[config.mk]
export PLATFORM = sky130hd
export DESIGN_NAME = i2c_seg_target_flat
export DESIGN_NICKNAME = d
export VERILOG_FILES = /design/src/rtl/i2c_seg_target_pkg.sv /design/src/rtl/i2c_seg_target_if.sv /design/src/rtl/i2c_seg_target_line_sync.sv /design/src/rtl/i2c_seg_target.sv /design/src/flat_wrapper.sv
export SDC_FILE = /design/constraint.sdc
export NUM_CORES = 1
export LEC_CHECK = 0
export ABC_AREA = 1
export ABC_CLOCK_PERIOD_IN_PS = 3200
export BUFFER_PORTS_ARGS = -buffer_cell sky130_fd_sc_hd__buf_2
export CAP_MARGIN = 40
export CORE_UTILIZATION = 50
export DETAILED_ROUTE_END_ITERATION = 6
export PLACE_DENSITY = 0.7
export SYNTH_ARGS = -nofsm -noshare
export SYNTH_HDL_FRONTEND = slang
export SYNTH_HIERARCHICAL = 1
export SYNTH_SLANG_ARGS = --single-unit
[constraint.sdc]
create_clock -name clk_i -period 3.2 [get_ports clk_i]
set_clock_uncertainty 0.05 [all_clocks]
set_input_delay 0.64 -clock clk_i [delete_from_list [all_inputs] [get_ports clk_i]]
set_output_delay 0.64 -clock clk_i [all_outputs]
set_load 0.05 [all_outputs]
[src/rtl/i2c_seg_target_pkg.sv]
// Shared I2C definitions for the segment-display target: FSM states, R/W bit
// encoding and the display's default bus address.
package i2c_pkg;

    typedef enum logic [2:0] {
        IDLE,
        ADDR,
        ADDR_ACK,
        PTR,
        PTR_ACK,
        DATA,
        DATA_ACK,
        IGNORE
    } i2c_state_e;

    localparam logic       I2C_WR        = 1'b0;
    localparam logic       I2C_RD        = 1'b1;
    localparam logic [6:0] I2C_DISP_ADDR = 7'h70;

    // True when an address byte selects this target for a write.
    function automatic logic addr_match(input logic [7:0] b, input logic [6:0] dev);
        return (b[7:1] == dev) && (b[0] == I2C_WR);
    endfunction

endpackage

[src/rtl/i2c_seg_target_if.sv]
// Open-drain I2C bus pins as seen by the target: sampled SCL/SDA in,
// SDA pull-down enable out.
interface i2c_seg_target_if;
    logic scl_i;
    logic sda_in;
    logic sda_out_en;
    logic sda_out;

    modport slave  (input  scl_i, sda_in, output sda_out_en, sda_out);
    modport master (output scl_i, sda_in, input  sda_out_en, sda_out);
endinterface

[src/rtl/i2c_seg_target_line_sync.sv]
// Synchronizer chain plus one edge-detect register for a single bus line.
// Resets to the idle-high bus level so no edge is seen coming out of reset.
module i2c_line_sync #(
    parameter int SYNC_STAGES = 2
) (
    input  logic clk_i,
    input  logic reset_ni,
    input  logic line_i,
    output logic level_o,
    output logic rise_o,
    output logic fall_o
);
    logic [SYNC_STAGES-1:0] sync_q;
    logic                   prev_q;

    always_ff @(posedge clk_i or negedge reset_ni) begin
        if (!reset_ni) begin
            sync_q <= '1;
            prev_q <= 1'b1;
        end else begin
            sync_q <= {sync_q[SYNC_STAGES-2:0], line_i};
            prev_q <= sync_q[SYNC_STAGES-1];
        end
    end

    assign level_o = sync_q[SYNC_STAGES-1];
    assign rise_o  =  level_o & ~prev_q;
    assign fall_o  = ~level_o &  prev_q;
endmodule

[src/rtl/i2c_seg_target.sv]
// Write-only I2C target: address match, register pointer byte, then data bytes
// presented as register writes with an auto-incrementing pointer.
module i2c_seg_target
    import i2c_pkg::*;
#(
    parameter logic [6:0] DEV_ADDR    = I2C_DISP_ADDR,
    parameter int         NUM_REGS    = 16,
    parameter int         SYNC_STAGES = 2,
    localparam int        PW          = $clog2(NUM_REGS)
) (
    input  logic                  clk_i,
    input  logic                  reset_ni,
    i2c_seg_target_if.slave       bus,
    output logic                  reg_wr_o,
    output logic [PW-1:0]         reg_addr_o,
    output logic [7:0]            reg_data_o,
    output logic                  busy_o,
    output logic                  frame_done_o
);
    logic scl_lvl, scl_rise, scl_fall;
    logic sda_lvl, sda_rise, sda_fall;

    i2c_line_sync #(.SYNC_STAGES(SYNC_STAGES)) u_scl_sync (
        .clk_i   (clk_i),
        .reset_ni(reset_ni),
        .line_i  (bus.scl_i),
        .level_o (scl_lvl),
        .rise_o  (scl_rise),
        .fall_o  (scl_fall)
    );

    i2c_line_sync #(.SYNC_STAGES(SYNC_STAGES)) u_sda_sync (
        .clk_i   (clk_i),
        .reset_ni(reset_ni),
        .line_i  (bus.sda_in),
        .level_o (sda_lvl),
        .rise_o  (sda_rise),
        .fall_o  (sda_fall)
    );

    i2c_state_e    state_q, state_d;
    logic [3:0]    bitcnt_q, bitcnt_d;
    logic [7:0]    shift_q, shift_d;
    logic [PW-1:0] ptr_q, ptr_d;
    logic          ack_q, ack_d;
    logic          wr_q, wr_d;
    logic [PW-1:0] waddr_q, waddr_d;
    logic [7:0]    wdata_q, wdata_d;
    logic          busy_q, busy_d;
    logic          done_q, done_d;
    logic          got_data_q, got_data_d;

    // SCL must be steadily high (no SCL edge this cycle) for an SDA edge to
    // count as START/STOP; otherwise it is an ordinary data change.
    logic start_ev, stop_ev;
    assign start_ev = sda_fall & scl_lvl & ~scl_rise;
    assign stop_ev  = sda_rise & scl_lvl & ~scl_rise;

    logic       shifting, acking, byte_done, ack_end;
    logic [7:0] rx_byte;
    assign shifting  = (state_q == ADDR) || (state_q == PTR) || (state_q == DATA);
    assign acking    = (state_q == ADDR_ACK) || (state_q == PTR_ACK) || (state_q == DATA_ACK);
    assign rx_byte   = {shift_q[6:0], sda_lvl};
    assign byte_done = shifting & scl_rise & (bitcnt_q == 4'd7);
    assign ack_end   = acking & scl_fall & ack_q;

    always_ff @(posedge clk_i or negedge reset_ni) begin
        if (!reset_ni) state_q <= IDLE;
        else           state_q <= state_d;
    end

    always_comb begin
        state_d = state_q;
        if (stop_ev) begin
            state_d = IDLE;
        end else if (start_ev) begin
            state_d = ADDR;
        end else begin
            unique case (state_q)
                ADDR:     if (byte_done) state_d = addr_match(rx_byte, DEV_ADDR) ? ADDR_ACK : IGNORE;
                ADDR_ACK: if (ack_end)   state_d = PTR;
                PTR:      if (byte_done) state_d = PTR_ACK;
                PTR_ACK:  if (ack_end)   state_d = DATA;
                DATA:     if (byte_done) state_d = DATA_ACK;
                DATA_ACK: if (ack_end)   state_d = DATA;
                default:  state_d = state_q;
            endcase
        end
    end

    // The ACK slot spans two SCL falls: the first after bit 8 pulls SDA low,
    // the one after the 9th clock releases it and moves on to the next byte.
    always_comb begin
        bitcnt_d   = bitcnt_q;
        shift_d    = shift_q;
        ptr_d      = ptr_q;
        ack_d      = ack_q;
        wr_d       = 1'b0;
        waddr_d    = waddr_q;
        wdata_d    = wdata_q;
        busy_d     = busy_q;
        done_d     = 1'b0;
        got_data_d = got_data_q;
        if (stop_ev) begin
            bitcnt_d   = 4'd0;
            ack_d      = 1'b0;
            busy_d     = 1'b0;
            done_d     = got_data_q;
            got_data_d = 1'b0;
        end else if (start_ev) begin
            bitcnt_d   = 4'd0;
            ack_d      = 1'b0;
            busy_d     = 1'b0;
            got_data_d = 1'b0;
        end else begin
            if (shifting && scl_rise) begin
                shift_d  = rx_byte;
                bitcnt_d = bitcnt_q + 4'd1;
            end
            if (acking && scl_fall) begin
                ack_d = ~ack_q;
                if (ack_q) bitcnt_d = 4'd0;
            end
            if (byte_done) begin
                unique case (state_q)
                    ADDR: if (addr_match(rx_byte, DEV_ADDR)) busy_d = 1'b1;
                    PTR:  ptr_d = rx_byte[PW-1:0];
                    DATA: begin
                        wr_d       = 1'b1;
                        waddr_d    = ptr_q;
                        wdata_d    = rx_byte;
                        ptr_d      = ptr_q + 1'b1;
                        got_data_d = 1'b1;
                    end
                    default: ;
                endcase
            end
        end
    end

    always_ff @(posedge clk_i or negedge reset_ni) begin
        if (!reset_ni) begin
            bitcnt_q   <= '0;
            shift_q    <= '0;
            ptr_q      <= '0;
            ack_q      <= 1'b0;
            wr_q       <= 1'b0;
            waddr_q    <= '0;
            wdata_q    <= '0;
            busy_q     <= 1'b0;
            done_q     <= 1'b0;
            got_data_q <= 1'b0;
        end else begin
            bitcnt_q   <= bitcnt_d;
            shift_q    <= shift_d;
            ptr_q      <= ptr_d;
            ack_q      <= ack_d;
            wr_q       <= wr_d;
            waddr_q    <= waddr_d;
            wdata_q    <= wdata_d;
            busy_q     <= busy_d;
            done_q     <= done_d;
            got_data_q <= got_data_d;
        end
    end

    assign bus.sda_out_en = ack_q;
    assign bus.sda_out    = 1'b0;
    assign reg_wr_o       = wr_q;
    assign reg_addr_o     = waddr_q;
    assign reg_data_o     = wdata_q;
    assign busy_o         = busy_q;
    assign frame_done_o   = done_q;
endmodule

[src/flat_wrapper.sv]
// flat-port wrapper written by rule: the top's interface ports become plain ports
module i2c_seg_target_flat import i2c_pkg::*;
#(
    parameter logic [6:0] DEV_ADDR    = I2C_DISP_ADDR,
    parameter int         NUM_REGS    = 16,
    parameter int         SYNC_STAGES = 2,
    localparam int        PW          = $clog2(NUM_REGS)
)
  (clk_i, reset_ni, reg_wr_o, reg_addr_o, reg_data_o, busy_o, frame_done_o, bus_scl_i, bus_sda_in, bus_sda_out_en, bus_sda_out);
  i2c_seg_target_if bus_i ();
  input  logic clk_i;
  input  logic reset_ni;
  output logic reg_wr_o;
  output logic [PW-1:0] reg_addr_o;
  output logic [7:0] reg_data_o;
  output logic busy_o;
  output logic frame_done_o;
  input wire logic [$bits(bus_i.scl_i)-1:0] bus_scl_i;
  input wire logic [$bits(bus_i.sda_in)-1:0] bus_sda_in;
  output wire logic [$bits(bus_i.sda_out_en)-1:0] bus_sda_out_en;
  output wire logic [$bits(bus_i.sda_out)-1:0] bus_sda_out;
  assign bus_i.scl_i = bus_scl_i;
  assign bus_i.sda_in = bus_sda_in;
  assign bus_sda_out_en = bus_i.sda_out_en;
  assign bus_sda_out = bus_i.sda_out;
  i2c_seg_target #(.DEV_ADDR(DEV_ADDR), .NUM_REGS(NUM_REGS), .SYNC_STAGES(SYNC_STAGES)) u_core (.clk_i(clk_i), .reset_ni(reset_ni), .bus(bus_i), .reg_wr_o(reg_wr_o), .reg_addr_o(reg_addr_o), .reg_data_o(reg_data_o), .busy_o(busy_o), .frame_done_o(frame_done_o));
endmodule
==> results.toml <==
[outcome]
outcome = "completed"

[power]
ir_worst_vdd_uv = 343
p_leak_nw = 1.12
powerDensity_nw_per_um2 = 700

[setup_path]
slowest_stage = "dfstp_2"
r2r_end = "u_core/state_q[2]"
reg2reg_depth = 11
cp_num_buf_inv = 3
start_kind = "register"
endpoint_kind = "register"
cp_data_arrival_time_ns = 2.24
worstReg2RegStart = "u_core/u_scl_sync/sync_q[1]"
path_delay_family = "simple AND/OR/NAND/NOR gates"
ff2ff_setup_slack_ns = 1.09
crit_fanout = 8
cp_slowest_stage_delay_ns = 0.58
cp_cell_sequence = "inv_1, nor2_1, inv_1, nand3_1, nand2_1, nor2_1, nand2_1, nand2_1, inv_1, nand2_1, nand2_1"
path_class = "reg -> reg"
cp_common_cell = "nand2_1"
required_ns = 3.33

[place]
portBuffers = 19
place_ws_ns = 1.11
placedCellCount = 282
hpwl_um = 2390
gp_congestion = 0.799

[global_route]
grt_pass1_vias = 1357
gr-total-overflow = 0
grt_antenna_before_repair = 0
grt_max_degree = 34
grt_pass1_wl_um = 5780
track_usage_pct = 18.7

[timing]
rsz0062_at_grt = "no"
hold_viol_final = 0
maxSlewHeadroom_pct = 57.8
worstMarginPinSlew_ns = 0.631
slew_viol_final = 0
finalCritPeriodShare_pct = 65.8
fmax_ghz = 0.475
tns_ns = 0
finalCriticalPeriod_ns = 2.11
setup_ws_ns = 1.09
setup_viol = 0

[synth]
ys_warn_count = 6
synth-seq-cells = 41
ys_seq_area_share_pct = 54.4
syn-num-nets = 226
synth_cell_types = 27
netlist_area_um2 = 1900
synth_cells = 220
syn_area_per_cell_um2 = 8.63

[routing]
num_vias = 1380
drc = 0
vias_per_cell = 4.76
wl_um = 3210
antenna_left = 0
first_iter_violations = 92
dr.pass1.iters = 4
wl_per_cell_um = 11.1

[clock_tree]
clk_pin_slew_ns = 0.07
cts_resized = 0
cts_buffer_depth = 2
insertion_delay_ns = 0.29
cts_tree = "built"
htreeDepth = 2
root_buffer = "clkbuf_8"
hold_buffers = 0
post_cts_buffers = 0
numCtsBuffers = 5
cts_sinks = 41

[layout]
synthToLayoutAreaGrowth_pct = 11.9
layout-drive-gt1-share_pct = 20.7
final_cell_mix = "68 x nand2_1, 35 x dfrtp_1, 27 x nor2_1"
nFillCells = 330
finish.net_count = 247
layout_commonest_cell = "nand2_1"
seq_area_um2 = 1030
stdcell_count = 290
multi_input_area_um2 = 724
diodes = 0

[floorplan]
num_io_pins = 21
die-height_um = 63.6
placementRows = 22
fp.dieW_um = 63.6
core_region_area_um2 = 3660
dieArea_um2 = 4050
start_util_pct = 51.9

[run]
cap_violations = 0

[hold_path]
hp-class = "in -> async"
-- sequential cells by signal, indices dropped and copies added (netlist names) --
signal and count:
u_core/frame_done_o 1, u_core/u_sda_sync/sync_q 2, u_core/u_scl_sync/sync_q 2, u_core/u_scl_sync/prev_q 1, u_core/state_q 3, u_core/busy_o 1, u_core/reg_wr_o 1, u_core/reg_data_o 8
u_core/reg_addr_o 4, u_core/ptr_q 4, u_core/bitcnt_q 4, u_core/u_sda_sync/prev_q 1, u_core/shift_q 7, u_core/got_data_q 1, u_core/bus.sda_out_en 1
-- per-stage QoR --
step | power [mW] | cell area [um^2] | utilization, % | hold slack [ns]
after floorplan | 1.04 | 1900 | - | 0.294
after global placement | 1.12 | 2000 | 54.7 | 0.297
after detailed placement | 1.14 | 2020 | 55.3 | 0.298
after CTS | 1.50 | 2120 | 58.0 | 0.147
after global routing | 1.61 | 2120 | 58.0 | 0.154
final | 1.49 | 2120 | 58.0 | 0.152
-- synthesized netlist by cell type, drive strengths merged --
cell type  number  area share, %
dfrtp          35             46
a21oi           7            2.4
a21o            1           0.46
o21ai          22            7.2
nor2           28            5.9
conb            1           0.20
buf             3            1.1
nand4           1           0.33
dfstp           6            8.3
clkbuf          3            1.6
xnor2           2           0.92
mux2            1           0.59
ha              2            1.3
nor3            2           0.53
nand3          10            3.3
xor2            1           0.46
o211ai          1           0.40
inv            24            4.7
nand2          70             14
-- where the power goes --
part	internal (mW)	switching, mW	total [mW]
sequential	0.607	0.0940	0.701
combinational	0.143	0.285	0.428
clock	0.195	0.164	0.359
total	0.945	0.543	1.49
-- worst max path at each step --
stage,from,to,slack [ns],cells after the start
3_5_place_dp,u_core/u_scl_sync/sync_q[1],u_core/state_q[2],1.11,11
3_3_place_gp,u_core/u_scl_sync/sync_q[1],u_core/state_q[2],1.17,11
6_report,u_core/u_scl_sync/sync_q[1],u_core/state_q[2],1.09,11
5_1_grt,u_core/u_scl_sync/sync_q[1],u_core/state_q[2],0.87,9
4_1_cts,u_core/u_scl_sync/sync_q[1],u_core/state_q[2],1.10,11
2_1_floorplan,u_core/u_scl_sync/sync_q[1],u_core/state_q[2],1.57,12
-- cell type report --
class | instances | area share, %
inverters | 24 | 4.24
well taps | 48 | 2.83
multi-input cells | 149 | 34.1
clock buffers | 7 | 4.53
flip-flops and latches | 41 | 48.6
repair buffers | 20 | 5.42
clock inverters | 1 | 0.236
-- logic make-up (layout without fill, tap and decap cells) --
| logic type | Yosys count | count (layout) | synth area share (%) |
|---|---|---|---|
| and+or+nand+nor | 111 | 111 | 24.2 |
| DFF | 41 | 41 | 54.4 |
| AOI/OAI and AO/OA | 31 | 31 | 10.5 |
| buffers and inverters | 30 | 52 | 7.44 |
| xor gates and xnor gates | 3 | 3 | 1.38 |
| adders and majority gates | 2 | 2 | 1.32 |
| other | 1 | 1 | 0.197 |
| muxes | 1 | 1 | 0.593 |
-- metal layers --
| layer | track usage [%] | vias up | share of wire, % | wire, um |
|---|---|---|---|---|
| li1 | - | 725 | - | - |
| met1 | 25.2 | 633 | 51 | 1630 |
| met2 | 28.2 | 16 | 45 | 1440 |
| met3 | 4.53 | 6 | 2.3 | 73 |
| met4 | 9.09 | 0 | 2.0 | 64 |
| met5 | 0 | - | 0 | 0 |
Note: power is estimated with default switching activity, not from simulation.
